<file path="config.mk">
export PLATFORM = sky130hd
export DESIGN_NAME = addr_fifo_sched
export DESIGN_NICKNAME = d
export VERILOG_FILES = /design/src/rtl/driver_pkg.sv /design/src/rtl/addr_fifo_sched_gen.sv /design/src/rtl/addr_fifo_sched.sv
export SDC_FILE = /design/constraint.sdc
export NUM_CORES = 1
export LEC_CHECK = 0
export ABC_AREA = 1
export CAP_MARGIN = 10
export CORE_ASPECT_RATIO = 1.1
export CORE_UTILIZATION = 56
export DETAILED_ROUTE_END_ITERATION = 12
export PLACE_DENSITY_LB_ADDON = 0.12
export SETUP_SLACK_MARGIN = 0.3
export SYNTH_ARGS = -nofsm -noshare
export SYNTH_HDL_FRONTEND = slang
export SYNTH_HIERARCHICAL = 1
export SYNTH_SLANG_ARGS = --single-unit
</file>
<file path="constraint.sdc">
create_clock -name clk -period 4.8 [get_ports clk]
set_clock_uncertainty 0.05 [all_clocks]
set_input_delay 0.48 -clock clk [delete_from_list [all_inputs] [get_ports clk]]
set_output_delay 0.48 -clock clk [all_outputs]
set_load 0.05 [all_outputs]
</file>
<file path="src/rtl/driver_pkg.sv">
// Shared definitions for the vector address scheduler: FSM state encoding
// and default address/count widths.
package driver_pkg;

    localparam int DEF_ADDR_W = 32;
    localparam int DEF_CNT_W  = 16;

    typedef enum logic [2:0] {
        IDLE,
        ISSUE,
        HOLD,
        DRAIN,
        DONE
    } sched_state_e;

endpackage

</file>
<file path="src/rtl/addr_fifo_sched_gen.sv">
// Incremental vector address generator: load restarts at base, step adds
// the stride and bumps the index, last flags the final index of a pass.
module addr_fifo_sched_gen
    import driver_pkg::*;
#(
    parameter int ADDR_W = DEF_ADDR_W,
    parameter int CNT_W  = DEF_CNT_W
) (
    input  logic              clk,
    input  logic              reset,
    input  logic              load_i,
    input  logic              step_i,
    input  logic [ADDR_W-1:0] base_i,
    input  logic [CNT_W-1:0]  stride_i,
    input  logic [CNT_W-1:0]  vec_cnt_i,
    output logic [ADDR_W-1:0] addr_o,
    output logic [CNT_W-1:0]  idx_o,
    output logic              last_o
);

    logic [ADDR_W-1:0] addr_q;
    logic [CNT_W-1:0]  idx_q;

    // Load takes priority so a pass restart can coincide with the last step.
    always_ff @(posedge clk or negedge reset) begin
        if (!reset) begin
            addr_q <= '0;
            idx_q  <= '0;
        end else if (load_i) begin
            addr_q <= base_i;
            idx_q  <= '0;
        end else if (step_i) begin
            addr_q <= addr_q + ADDR_W'(stride_i);
            idx_q  <= idx_q + CNT_W'(1);
        end
    end

    assign addr_o = addr_q;
    assign idx_o  = idx_q;
    assign last_o = (idx_q == (vec_cnt_i - CNT_W'(1)));

endmodule

</file>
<file path="src/rtl/addr_fifo_sched.sv">
// Address FIFO scheduler: issues base + n*stride addresses with fill-level
// throttling. Define ADDR_FIFO_SCHED_LOOP_EN to add multi-pass looping.
module addr_fifo_sched
    import driver_pkg::*;
#(
    parameter int ADDR_W = DEF_ADDR_W,
    parameter int CNT_W  = DEF_CNT_W
) (
    input  logic              clk,
    input  logic              reset,
    input  logic              start,
    input  logic              abort,
    input  logic [ADDR_W-1:0] cfg_base_addr,
    input  logic [CNT_W-1:0]  cfg_vec_cnt,
    input  logic [CNT_W-1:0]  cfg_stride,
    input  logic [CNT_W-1:0]  cfg_threshold,
`ifdef ADDR_FIFO_SCHED_LOOP_EN
    input  logic [7:0]        cfg_loop_cnt,
`endif
    input  logic [CNT_W-1:0]  words_in_addr_fifo,
    input  logic              addr_fifo_full,
    input  logic              addr_fifo_empty,
    output logic [ADDR_W-1:0] addr_fifo_din,
    output logic              addr_fifo_wr,
    output logic              active_program,
    output logic              end_program,
    output logic [CNT_W-1:0]  issued_cnt
);

    sched_state_e      state_q;
    logic [ADDR_W-1:0] base_q;
    logic [CNT_W-1:0]  stride_q;
    logic [CNT_W-1:0]  vec_cnt_q;
    logic [CNT_W-1:0]  thr_q;
    logic [ADDR_W-1:0] din_q;
    logic              wr_q;
    logic              active_q;
    logic              end_q;
    logic [CNT_W-1:0]  issued_q;
`ifdef ADDR_FIFO_SCHED_LOOP_EN
    logic [7:0]        passes_q;
`endif

    logic [CNT_W:0]    fill_sum;
    logic              throttle;
    logic              start_ok;
    logic              write_ok;
    logic              more_passes;
    logic              gen_load;
    logic [ADDR_W-1:0] gen_base;
    logic [ADDR_W-1:0] gen_addr;
    logic [CNT_W-1:0]  gen_idx;
    logic              gen_last;

    // The write already on the bus counts toward the fill it will cause.
    assign fill_sum = {1'b0, words_in_addr_fifo} + {{CNT_W{1'b0}}, wr_q};
    assign throttle = addr_fifo_full
                    | ((thr_q != '0) & (fill_sum >= {1'b0, thr_q}));

    assign start_ok = (state_q == IDLE) & start & ~abort;
    assign write_ok = (state_q == ISSUE) & ~throttle & ~abort;

`ifdef ADDR_FIFO_SCHED_LOOP_EN
    assign more_passes = (passes_q > 8'd1);
`else
    assign more_passes = 1'b0;
`endif

    assign gen_load = start_ok | (write_ok & gen_last & more_passes);
    assign gen_base = (state_q == IDLE) ? cfg_base_addr : base_q;

    addr_fifo_sched_gen #(
        .ADDR_W (ADDR_W),
        .CNT_W  (CNT_W)
    ) u_gen (
        .clk       (clk),
        .reset     (reset),
        .load_i    (gen_load),
        .step_i    (write_ok),
        .base_i    (gen_base),
        .stride_i  (stride_q),
        .vec_cnt_i (vec_cnt_q),
        .addr_o    (gen_addr),
        .idx_o     (gen_idx),
        .last_o    (gen_last)
    );

    // Program FSM; every output is a register updated alongside the state.
    always_ff @(posedge clk or negedge reset) begin
        if (!reset) begin
            state_q   <= IDLE;
            base_q    <= '0;
            stride_q  <= '0;
            vec_cnt_q <= '0;
            thr_q     <= '0;
            din_q     <= '0;
            wr_q      <= 1'b0;
            active_q  <= 1'b0;
            end_q     <= 1'b0;
            issued_q  <= '0;
`ifdef ADDR_FIFO_SCHED_LOOP_EN
            passes_q  <= 8'd1;
`endif
        end else begin
            wr_q  <= 1'b0;
            end_q <= 1'b0;
            if (abort) begin
                state_q  <= IDLE;
                active_q <= 1'b0;
            end else begin
                case (state_q)
                    IDLE: begin
                        if (start) begin
                            base_q    <= cfg_base_addr;
                            stride_q  <= cfg_stride;
                            vec_cnt_q <= cfg_vec_cnt;
                            thr_q     <= cfg_threshold;
                            issued_q  <= '0;
`ifdef ADDR_FIFO_SCHED_LOOP_EN
                            passes_q  <= (cfg_loop_cnt == 8'd0) ? 8'd1 : cfg_loop_cnt;
`endif
                            if (cfg_vec_cnt == '0) begin
                                state_q  <= DONE;
                                active_q <= 1'b0;
                            end else begin
                                state_q  <= ISSUE;
                                active_q <= 1'b1;
                            end
                        end
                    end
                    ISSUE: begin
                        if (throttle) begin
                            state_q <= HOLD;
                        end else begin
                            wr_q     <= 1'b1;
                            din_q    <= gen_addr;
                            issued_q <= gen_idx + CNT_W'(1);
                            if (gen_last && !more_passes) begin
                                state_q <= DRAIN;
                            end
`ifdef ADDR_FIFO_SCHED_LOOP_EN
                            if (gen_last && more_passes) begin
                                passes_q <= passes_q - 8'd1;
                            end
`endif
                        end
                    end
                    HOLD: begin
                        if (!throttle) begin
                            state_q <= ISSUE;
                        end
                    end
                    DRAIN: begin
                        if (addr_fifo_empty) begin
                            state_q  <= DONE;
                            active_q <= 1'b0;
                        end
                    end
                    DONE: begin
                        end_q   <= 1'b1;
                        state_q <= IDLE;
                    end
                    default: begin
                        state_q  <= IDLE;
                        active_q <= 1'b0;
                    end
                endcase
            end
        end
    end

    assign addr_fifo_din  = din_q;
    assign addr_fifo_wr   = wr_q;
    assign active_program = active_q;
    assign end_program    = end_q;
    assign issued_cnt     = issued_q;

endmodule

</file>
* Word level (Yosys, flattened, before mapping)
Cells that the tools add are included.
Cells by class: $add $sub $neg 4, order comparisons 1, equal/unequal tests 12, multiplexer cells 26, bitwise logic cells 8, reduce and logical (&&, ||, !) cells 11
Operators with widths (count):
- two-way mux 32 bit | 3
- two-way mux 16 bit | 4
- adder 32 x 16 -> 32 bit | 1
- case mux 16 bit (2 select lines) | 1
- two-way mux 3 bit | 7
- adder 16 x 1 -> 17 bit | 1
- >= comparator 17 x 16 -> 1 bit | 1
- adder 16 x 1 -> 16 bit (second input constant) | 1
- equality test 16 bit | 1
- logical NOT 16 bit | 1
- nonzero test 16 bit | 1
- subtractor 16 x 1 -> 16 bit (second input constant) | 1
- case mux 3 bit (4 select lines) | 1
- two-way mux 1 bit | 9
- != test 3 bit (second input constant) | 3
- AND reduction 3 bit | 3
- AND reduction 4 bit | 2
- equality test 3 x 2 -> 1 bit (second input constant) | 2
- bitwise AND 1 bit | 5
- != test 2 bit (second input constant) | 2
- != test 4 bit (second input constant) | 1
- nonzero test 2 bit | 2
- equality test 3 x 1 -> 1 bit (second input constant) | 1
- equality test 3 bit (second input constant) | 1
- other kinds (6) | 7
Word-level totals: register bits after elaboration 182, input bits 102, output and inout bits 51, word-level logic and storage cells 74

* Logic depth before layout (Yosys ltp)
Gate-level depths: netlist of run 1.
word-level depth 9, depth in mapped cells 29, mapped depth without buffers 28

* By module
The synthesis of run 1 kept the hierarchy.
By module, submodules not included:
- addr_fifo_sched | times used 1, cells an instance 856, area an instance 6789.0 µm², seq. area each 3353.2 µm²
- addr_fifo_sched_gen | times used 1, cells an instance 684, area an instance 4295.4 µm², seq. area each 1201.2 µm²

* Worst setup path after synthesis of run 1
No wires, ideal clock.
path kind reg2reg, start point register wr_q (netlist: addr_fifo_wr), end point register u_gen.idx_q[12] (netlist: u_gen/idx_o[12]), library setup time 0.123 ns, arrival 3.887 ns, required time 4.627 ns, path slack 0.740 ns, stages on the path, launching flop included 27, buffers on the path 2, clock period less this slack 4.060 ns, path through dfrtp_1 > ha_1 > ha_1 > nand2_1 > or3_1 > nor3_1 > xor2_1 > inv_1 > ha_1 > nand2_1 > inv_1 > o21ai_0 > nand3b_1 > nor2_1 > nand2_2 > nand2_4 > nand3_4 > clkinv_2 > buf_6 > nor2_1 > buf_2 > nor3_4 > nand2_1 > inv_1 > nand3_1 > o21ai_0 > a21oi_1
On the way: longest elaborated chain between the ends 8
Ends and longest elaborated chain:
- from (decl) | RTL line addr_fifo_sched.sv:36 | logic wr_q;
- from (signal assigned) | RTL line addr_fifo_sched.sv:97 | wr_q <= 1'b0;
- from (signal assigned) | RTL line addr_fifo_sched.sv:105 | wr_q <= 1'b0;
- from (signal assigned) | RTL line addr_fifo_sched.sv:135 | wr_q <= 1'b1;
- adder 16 x 1 -> 17 bit | RTL line addr_fifo_sched.sv:56 | assign fill_sum = {1'b0, words_in_addr_fifo} + {{CNT_W{1'b0}}, wr_q};
- >= comparator 17 x 16 -> 1 bit | RTL line addr_fifo_sched.sv:58 | | ((thr_q != '0) & (fill_sum >= {1'b0, thr_q}));
- bitwise AND 1 bit | RTL line addr_fifo_sched.sv:58
- bitwise OR 1 bit | RTL line addr_fifo_sched.sv:58
- inverter 1 bit (no line)
- bitwise AND 1 bit (2 in a row) | RTL line addr_fifo_sched.sv:61 | assign write_ok = (state_q == ISSUE) & ~throttle & ~abort;
- net write_ok | RTL line addr_fifo_sched.sv:47 | logic write_ok;
- nonzero test 2 bit (no line)
- to (signal assigned) | RTL line addr_fifo_sched_gen.sv:34 | idx_q <= idx_q + CNT_W'(1);
- to (decl) | RTL line addr_fifo_sched_gen.sv:22 | logic [CNT_W-1:0] idx_q;
The timed path passes the listed nets, and every way through them passes these cells. A chain may end at the register's enable or synchronous reset.

* Final worst setup path of run 1
start point input words_in_addr_fifo[0], end point register u_gen.idx_q[11] (netlist: u_gen/idx_o[11])
On the way: longest elaborated chain between the ends 8
Ends and longest elaborated chain:
- from (decl) | RTL line addr_fifo_sched.sv:20 | input logic [CNT_W-1:0] words_in_addr_fifo,
- adder 16 x 1 -> 17 bit | RTL line addr_fifo_sched.sv:56
- >= comparator 17 x 16 -> 1 bit | RTL line addr_fifo_sched.sv:58
- bitwise AND 1 bit | RTL line addr_fifo_sched.sv:58
- bitwise OR 1 bit | RTL line addr_fifo_sched.sv:58
- inverter 1 bit (no line)
- bitwise AND 1 bit (2 in a row) | RTL line addr_fifo_sched.sv:61
- nonzero test 2 bit (no line)
No other way between the ends.

==> results of run 1 <==
worst reg2reg max path, cell delays in order (launching register included):
cell      delay [ps]
dfrtp_1          340
ha_1             210
ha_1             160
nand2_1           60
or3_1            390
nor3_1           190
xor2_1           210
inv_1             60
ha_1             280
nand2_1           60
inv_1             30
o21ai_0          140
nand3b_1          90
nor2_1           120
nand2_2           80
nand2_4          100
nand3_4           80
clkinv_2          80
nor2_2            60
nor3_2           220
nand2_2          120
nor3_2           180
nand2_2          110
o21ai_0          170
a21oi_1           60
power by group through the flow:
stage	registers (mW)	clock network [mW]	logic (mW)
after global routing	2.73	1.45	4.07
after floorplan	2.96	0	2.22
after CTS	2.65	1.39	3.61
after global placement	2.64	0	3.51
after detailed placement	2.66	0	3.59
final	2.65	1.37	3.61
state kept, by name, summed over array words and instances, names as in the netlist:
signal / flops
base_q: 32
stride_q: 16
active_program: 1
state_q: 3
u_gen/addr_o: 32
u_gen/idx_o: 16
end_program: 1
issued_cnt: 16
vec_cnt_q: 16
thr_q: 16
addr_fifo_wr: 1
addr_fifo_din: 32
kinds of logic (layout without fill, tap and decap cells):
logic type / after synthesis / after routing
AO/OA/AOI/OAI: 203 / 203
XOR/XNOR: 37 / 37
adder cells (fa/ha/maj): 39 / 39
buffers and inverters: 245 / 395
flip-flops: 182 / 182
AND/OR/NAND/NOR: 834 / 834
layout make-up:
| type | instances | share of cell area |
|---|---|---|
| clock buffer | 18 | 0.0321 |
| sequential | 182 | 0.341 |
| inverter | 201 | 0.0565 |
| timing repair buffer | 162 | 0.120 |
| multi-input combinational | 1113 | 0.417 |
| tap | 247 | 0.0231 |
| clock inverter | 14 | 0.0102 |
placed cells by master, fill, tap and decap left out, types with 5 or more instances in the layout:
master | Yosys | layout
nor4_1 | 9 | 9
nand3b_1 | 10 | 10
xor2_1 | 20 | 20
clkbuf_16 | 0 | 17
nand3_1 | 77 | 76
buf_4 | 0 | 9
inv_6 | 0 | 6
clkdlybuf4s50_1 | 0 | 151
nand4_1 | 16 | 16
o21ai_0 | 114 | 114
inv_1 | 199 | 198
nand2_2 | 21 | 21
nor3_1 | 25 | 25
a22oi_1 | 31 | 31
ha_1 | 38 | 38
or2_2 | 5 | 5
nand2_1 | 558 | 558
xnor2_1 | 17 | 17
nor2_1 | 95 | 94
o21ai_2 | 16 | 16
a21oi_1 | 28 | 28
dfrtp_1 | 182 | 182
worst paths after layout:
| kind | from | endpoint | slack (ps) | cells past startpoint |
|---|---|---|---|---|
| setup / recovery | words_in_addr_fifo[0] | u_gen/idx_o[11] | 870 | 25 |
| hold / removal | reset | thr_q[9] | 40 | 1 |
| setup reg to reg | addr_fifo_wr | u_gen/idx_o[11] | 1040 | 24 |
| hold reg to reg | addr_fifo_din[26] | addr_fifo_din[26] | 430 | 2 |
| max in group asynchronous | reset | u_gen/idx_o[10] | 3660 | 2 |
| min in group clk | addr_fifo_din[26] | addr_fifo_din[26] | 430 | 2 |
layer usage:
metal / up-vias / global-route usage / part of all wire
met5: - / 0 / 0
met4: 0 / 0.112 / 0.025
met3: 57 / 0.0454 / 0.043
met2: 276 / 0.523 / 0.50
met1: 4746 / 0.361 / 0.43
li1: 5164 / - / -
==> summary.md, run 1 <==
| Metric | Value |
|---|---|
| GRT Util Overall | `0.296` |
| Kind of critical path | `input port to flip-flop` |
| Largest net degree at the start of global routing | `98` |
| CTS tree | `built` |
| Cells after Synth | `1,540` |
| CP Capture Type | `flip-flop` |
| Max cap viols | `0` |
| Most frequent cell after synthesis | `nand2_1` |
| Initial drt markers | `675` |
| Die area | `0.0204 mm2` |
| Post-synthesis xor/xnor area fraction | `0.0292` |
| DRT Pass-1 Iters | `6` |
| Power per cell area | `572 mW/mm2` |
| Startpoint Class | `input port` |
| N_diodes | `0` |
| Max transition margin | `0.403` |
| Postcts setup bufs | `0` |
| Vias in the first global route | `10.1k` |
| CTS Root Cell | `clkbuf_16` |
| Area grow syn2layout | `20.6%` |
| I/O Pins | `153` |
| Final Max Tran Viols | `0` |
| Fin nets | `1,818` |
| Placed insts | `1,905` |
| Register area | `0.00455 mm2` |
| Die Height | `150 um` |
| RSZ-0062 raised after global routing | `no` |
| Ys flop type | `dfrtp_1` |
| Top cell type's share of synthesized area | `0.411` |
| Congestion Overflow GR | `0` |
| Non-Filler Instances | `1,937` |
| Setup TNS Final | `0 ps` |
| Buffers added on ports | `152` |
| Adder-cell share of the synthesized area | `0.0447` |
| Sequential-to-total area share from yosys stat | `0.411` |
| Synthesized area | `0.0111 mm2` |
| Post_cts resized | `0` |
| Multi-input gate area | `0.00557 mm2` |
| HP Class | `input port to async pin` |
| Layout cells sized above 1 | `0.0609` |
| WP buf/inv | `4` |
| Die Wd | `136 um` |
| DRC violations left | `0` |
| Worst skew pair latency | `440 ps` |
| DRT antenna net count | `0` |
| Fmax | `255 MHz` |
| Yosys reg bits | `182` |
| Core Area | `0.0192 mm2` |
| Overall power | `7.64 mW` |
| Dpl cell area | `0.0128 mm2` |
| Fillers | `1,673` |
| CP delay by family, top | `simple AND/OR/NAND/NOR gates` |
| Main combinational cell family by area after synthesis | `simple AND/OR/NAND/NOR gates` |
| Count of cell types in the netlist | `44` |
| Synth area leader | `dfrtp_1` |
| Combinational fraction of design power | `0.473` |
| Reg clk slew, reported paths | `70 ps` |
| Final Hold Slack | `39.4 ps` |
| Fin crit period | `3930 ps` |
| Synth Area in Simple Gates | `0.320` |
| Crit Path Max Fanout | `4` |
| EDFF count, synth | `0` |
| Crit share post-route | `0.818` |
| HPWL after DPL | `20,800 um` |
| Antenna violations before repair | `0` |
| Hold_buf cts | `0` |
| Maximum clock path buffer count | `2` |
| WP data required | `5070 ps` |
| Cell internal pwr | `4.14 mW` |
| CTS HTree Levels | `4` |
| Setup-failing EPs final | `0` |
| CP max-delay cell | `clkdlybuf4s50_1` |
| Inserted Clock Buffers | `17` |
| Leakage | `6.70 nW` |
| Switching Share | `0.458` |
| CP arrival | `4190 ps` |
| VDD IR-drop max | `0.398 mV` |
| Final instance area | `0.0134 mm2` |
| Worst-Margin Slew | `896 ps` |
| Synth Area in Compound Gates | `0.107` |
| Total wire length | `28,400 um` |
| Yosys warnings | `6` |
| Fin util | `0.695` |
| Wire per inst | `14.7 um` |
| Avg Inst Size Synth | `7.20 um2` |
| Outcome | `complete, no violations` |
| Initial Util | `0.576` |
| Vias/cell | `5.29` |
| RePlAce Congestion | `0.934` |
| DR vias | `10.2k` |
| Post-synth top cells | `558 x nand2_1, 199 x inv_1, 182 x dfrtp_1` |
| Largest stage delay on the critical path | `460 ps` |
| Share of power burned in registers | `0.347` |
| Clock share of power | `0.180` |
| Clk sinks | `182` |
| First-pass GRT wire length | `47,300 um` |
| Pre-CTS setup slack | `444 ps` |
| Synth area leaders | `dfrtp_1 41%, nand2_1 19%, inv_1 6.7%` |
| Sw power | `3.50 mW` |
| Mux cell area share after synthesis | `0` |
| Row cnt | `53` |
| Hold Vio Cnt, Final | `0` |
| Final worst setup slack | `873 ps` |
| Asr flop ratio synth | `1.00` |
| Synth Net Count | `1,681` |
No activity file was read; power rests on OpenSTA's default activity.
==> run 2, diff against run 1 <==
Settings changed: CORE_UTILIZATION 56 to 51.
Clock period 4.8 ns to 3.5 ns, I/O delays scaled along.
==> summary.md, run 2 (same netlist as run 1, synthesis figures left out) <==
| Metric | Value |
|---|---|
| Outcome | `complete, no violations` |
| Row cnt | `56 (+5.7%)` |
| Maximum clock path buffer count | `2 (unchanged)` |
| Register area | `0.00456 mm2 (about the same)` |
| Kind of critical path | `flip-flop to flip-flop` |
| Congestion Overflow GR | `0 (unchanged)` |
| DRT Pass-1 Iters | `5 (-1)` |
| Fillers | `1,916 (+15%)` |
| HP Class | `input port to flip-flop` |
| Setup TNS Final | `0 ps (unchanged)` |
| RSZ-0062 raised after global routing | `yes` |
| First-pass GRT wire length | `47,800 um (+0.93%)` |
| Crit share post-route | `0.971` |
| Startpoint Class | `flip-flop` |
| Max transition margin | `0.372 (-0.0310)` |
| Vias/cell | `5.15 (-2.7%)` |
| Fin crit period | `3400 ps` |
| Crit Path Max Fanout | `4 (unchanged)` |
| Worst skew pair latency | `440 ps (about the same)` |
| Initial drt markers | `488 (-28%)` |
| CTS HTree Levels | `4 (unchanged)` |
| Fin util | `0.673 (-0.0222)` |
| Layout cells sized above 1 | `0.121 (+0.0596)` |
| N_diodes | `0 (unchanged)` |
| Worst-Margin Slew | `942 ps (+46.4 ps)` |
| Pre-CTS setup slack | `-455 ps (-899 ps)` |
| HPWL after DPL | `21,200 um (+1.6%)` |
| Die area | `0.0223 mm2 (+9.7%)` |
| Max cap viols | `0 (unchanged)` |
| Clk sinks | `182 (unchanged)` |
| Buffers added on ports | `152 (unchanged)` |
| CTS Root Cell | `clkbuf_16` |
| Multi-input gate area | `0.00584 mm2 (+4.7%)` |
| DR vias | `10.5k (+2.6%)` |
| VDD IR-drop max | `0.450 mV (+13%)` |
| Final instance area | `0.0143 mm2 (+7.2%)` |
| Setup-failing EPs final | `0 (unchanged)` |
| Fmax | `294 MHz` |
| Die Wd | `143 um (+4.7%)` |
| Initial Util | `0.520 (-0.0560)` |
| Commonest non-fill, non-tap cell in the layout | `nand2_1` |
| Power per cell area | `763 mW/mm2 (+33%)` |
| Vias in the first global route | `10.2k (+0.66%)` |
| Die Height | `157 um (+4.7%)` |
| Reg clk slew, reported paths | `80 ps (about the same)` |
| Most frequent cells in the layout | `550 x nand2_1, 190 x inv_1, 181 x dfrtp_1` |
| DRT antenna net count | `0 (unchanged)` |
| CP Capture Type | `flip-flop` |
| Wire per inst | `14.7 um (about the same)` |
| Antenna violations before repair | `0 (unchanged)` |
| I/O Pins | `153 (unchanged)` |
| Inserted Clock Buffers | `17 (unchanged)` |
| Largest net degree at the start of global routing | `98 (unchanged)` |
| RePlAce Congestion | `0.929 (-0.55%)` |
| GRT Util Overall | `0.271 (-0.0251)` |
| Final worst setup slack | `102 ps (-771 ps)` |
| Non-Filler Instances | `2,041 (+5.4%)` |
| DRC violations left | `0 (unchanged)` |
| Core Area | `0.0213 mm2 (+11%)` |
| Final Hold Slack | `393 ps (+353 ps)` |
| Total wire length | `30,000 um (+5.4%)` |
| Hold Vio Cnt, Final | `0 (unchanged)` |
| Fin nets | `1,879 (+3.4%)` |
| WP data required | `3810 ps (-1260 ps)` |
| CP arrival | `3710 ps (-480 ps)` |
| Final Max Tran Viols | `0 (unchanged)` |
| Dpl cell area | `0.0132 mm2 (+3.3%)` |
| Leakage | `7.16 nW (+6.9%)` |
| Placed insts | `1,985 (+4.2%)` |
| Overall power | `10.9 mW (+43%)` |
| CTS tree | `built` |
| Area grow syn2layout | `29.3%` |
## run 2: path summary, 6_finish.rpt
| path | cells past startpoint | end | slack, ps | startpoint |
|---|---|---|---|---|
| setup / recovery | 24 | u_gen/idx_o[13] | 100 | addr_fifo_wr |
| hold / removal | 3 | stride_q[10] | 390 | cfg_stride[10] |
| setup reg to reg | 24 | u_gen/idx_o[13] | 100 | addr_fifo_wr |
| hold reg to reg | 2 | addr_fifo_din[5] | 430 | addr_fifo_din[5] |
| max in group asynchronous | 3 | stride_q[14] | 2080 | reset |
| min in group asynchronous | 2 | thr_q[11] | 460 | reset |
## run 2: final cells by class
| cell class | count | area share |
|---|---|---|
| clock buffer | 18 | 0.0306 |
| clock inverter | 14 | 0.00908 |
| inverter | 201 | 0.0530 |
| multi-input combinational | 1113 | 0.407 |
| sequential | 182 | 0.318 |
| tap | 290 | 0.0253 |
| timing repair buffer | 223 | 0.157 |
## run 2: where the power goes
| group | internal, mW | switching, mW |
|---|---|---|
| Clock | 0.963 | 0.934 |
| Sequential | 2.92 | 0.705 |
| Combinational | 2.06 | 3.35 |
## run 2: repair_timing
item | CTS | global route
resized for setup | 18 | 68
endpoints found under the hold margin | 79 | 0
pin swaps | 6 | 19
hold buffers | 1 | 0
endpoints found under the setup margin | 44 | 100
setup buffers | 8 | 11
gates cloned | 0 | 4
## run 2: layer usage
| metal | share of wire | GRT usage | vias up |
|---|---|---|---|
| met5 | 0 | 0 | - |
| met4 | 0.021 | 0.0824 | 0 |
| li1 | - | - | 5282 |
| met1 | 0.43 | 0.323 | 4962 |
| met3 | 0.033 | 0.0392 | 45 |
| met2 | 0.51 | 0.499 | 216 |
## run 2: worst max-delay path: stages (launching register included)
cell      delay [ps]
dfrtp_2          390
ha_4             170
ha_4             120
nand2_2           50
or3_4            350
buf_6            130
xor2_2           140
ha_1             310
nand4_1          130
nor2_1            50
nand3_1           60
nand3b_1          80
nor2_1           120
nand2_2           80
nand2_4           70
nand3_4           80
clkinv_4          80
nor2_4            50
nor3_4           180
nand2_2          110
nor3_4           150
nand2_2          110
o21ai_2          120
nand2_1           60
nor2_1            90
==> run 3, diff against run 2 <==
Settings changed: SKIP_CTS_REPAIR_TIMING set to 1.
==> summary.md, run 3 (same netlist as run 1, synthesis figures left out) <==
| Metric | Value |
|---|---|
| Largest stage delay on the critical path | `390 ps (about the same)` |
| CP delay by family, top | `simple AND/OR/NAND/NOR gates` |
| Fmax | `281 MHz (-4.5%)` |
| Wire per inst | `14.8 um (+1.0%)` |
| CTS HTree Levels | `4 (unchanged)` |
| Total wire length | `30,200 um (+0.74%)` |
| Die area | `0.0223 mm2 (unchanged)` |
| Max cap viols | `0 (unchanged)` |
| CTS Root Cell | `clkbuf_16` |
| DRT Pass-1 Iters | `5 (unchanged)` |
| VDD IR-drop max | `0.458 mV (+1.6%)` |
| Congestion Overflow GR | `0 (unchanged)` |
| Power per cell area | `765 mW/mm2 (+0.33%)` |
| Most frequent cells in the layout | `550 x nand2_1, 189 x inv_1, 181 x dfrtp_1` |
| RSZ-0062 raised after global routing | `yes` |
| Setup-failing EPs final | `3 (+3)` |
| Final Hold Slack | `389 ps (-3.12 ps)` |
| CP Capture Type | `flip-flop` |
| CTS tree | `built` |
| First-pass GRT wire length | `47,400 um (-0.84%)` |
| Core Area | `0.0213 mm2 (unchanged)` |
| Commonest non-fill, non-tap cell in the layout | `nand2_1` |
| HPWL after DPL | `21,200 um (unchanged)` |
| Row cnt | `56 (unchanged)` |
| Setup TNS Final | `-96.4 ps (-96.4 ps)` |
| Dpl cell area | `0.0132 mm2 (unchanged)` |
| HP Class | `input port to flip-flop` |
| Grt met3 use | `0.0382 (-0.000918)` |
| Final worst setup slack | `-56.5 ps (-159 ps)` |
| Leakage | `7.11 nW (-0.76%)` |
| Non-Filler Instances | `2,035 (-0.29%)` |
| Fin crit period | `3560 ps (+159 ps)` |
| Pre-CTS setup slack | `-455 ps (unchanged)` |
| Die Height | `157 um (unchanged)` |
| GRT Util Overall | `0.268 (-0.00264)` |
| Buffers added on ports | `152 (unchanged)` |
| Final Max Tran Viols | `0 (unchanged)` |
| Maximum clock path buffer count | `2 (unchanged)` |
| Critical path origin | `addr_fifo_wr` |
| Fin util | `0.673 (unchanged)` |
| Antenna violations before repair | `0 (unchanged)` |
| Worst-Margin Slew | `947 ps (+4.38 ps)` |
| Failing checks | `setup timing` |
| Kind of critical path | `flip-flop to flip-flop` |
| Fin nets | `1,873 (-0.32%)` |
| CP max-delay cell | `dfrtp_2` |
| WP buf/inv | `3 (+1)` |
| Cell mode on critical path | `nand2_2` |
| Startpoint Class | `flip-flop` |
| Layout cells sized above 1 | `0.126 (+0.00557)` |
| Final instance area | `0.0143 mm2 (unchanged)` |
| Die Wd | `143 um (unchanged)` |
| Outcome | `finished, violations left` |
| DRC violations left | `0 (unchanged)` |
| DR vias | `10.5k (+0.36%)` |
| Clk sinks | `182 (unchanged)` |
| Vias in the first global route | `10.1k (-0.92%)` |
| Hold Vio Cnt, Final | `0 (unchanged)` |
| Largest net degree at the start of global routing | `98 (unchanged)` |
| Initial Util | `0.520 (unchanged)` |
| WP data required | `3810 ps (about the same)` |
| M2 GR Usage | `0.492 (-0.00747)` |
| Worst skew pair latency | `440 ps (about the same)` |
| Area grow syn2layout | `29.3% (unchanged)` |
| Inserted Clock Buffers | `17 (unchanged)` |
| Initial drt markers | `607 (+24%)` |
| RR Startpoint | `addr_fifo_wr` |
| RePlAce Congestion | `0.929 (unchanged)` |
| Placed insts | `1,985 (unchanged)` |
| Grt met1 use | `0.323 (-0.000325)` |
| Reg clk slew, reported paths | `80 ps (about the same)` |
| CP arrival | `3870 ps (+160 ps)` |
| Global route hottest layer | `met2` |
| Max transition margin | `0.369 (-0.00292)` |
| Crit Path Max Fanout | `4 (unchanged)` |
| Crit share post-route | `1.02 (+0.0453)` |
| I/O Pins | `153 (unchanged)` |
| DRT antenna net count | `0 (unchanged)` |
| Vias/cell | `5.18 (+0.66%)` |
| Overall power | `11.0 mW (+0.33%)` |
| Hold Startpoint | `cfg_stride[10]` |
| N_diodes | `0 (unchanged)` |
run 3: final cells by class:
type	instances	area [um2]
Tap cell	290	363
Clock buffer	18	439
Multi-Input combinational cell	1113	5880
Fill cell	1930	6970
Sequential cell	182	4560
Timing Repair Buffer	217	2210
Inverter	201	759
Clock inverter	14	130
run 3: path summary, 6_finish.rpt:
kind	end	slack, ps	cells after the start
min in group asynchronous	thr_q[11]	460	2
min reg2reg	addr_fifo_din[21]	430	2
max reg2reg	u_gen/idx_o[13]	-60	25
max	u_gen/idx_o[13]	-60	25
max in group asynchronous	u_gen/addr_o[18]	2070	3
min	stride_q[10]	390	3
run 3: per-layer routing:
layer	wire [um]	part of all wire	vias up
li1	-	-	5266
met1	12900	0.43	4984
met2	15600	0.51	248
met3	1160	0.039	45
met4	589	0.019	0
met5	0	0	-
run 3: worst reg2reg max path, stage by stage, from the launching register on:
cell      delay, ps
dfrtp_2         390
ha_4            160
ha_4            120
nand2_2          50
or3_4           340
nor3_4          170
xor2_1          170
inv_1            90
ha_4            220
nand2_2          60
inv_2            30
o21ai_2         110
nand3b_1         90
nor2_2          120
nand2_2          70
nand2_4          70
nand3_4          90
clkinv_4         80
nor2_4           40
nor3_4          210
nand2_2         120
nor3_4          220
nand2_2         110
o21ai_2         130
nand2_1          60
nor2_1          110
run 3: report_power, final:
| part | switching [mW] | total (mW) | internal (mW) |
|---|---|---|---|
| clock network | 0.933 | 1.90 | 0.963 |
| registers | 0.718 | 3.64 | 2.92 |
| logic | 3.37 | 5.43 | 2.06 |
| total | 5.02 | 11.0 | 5.95 |
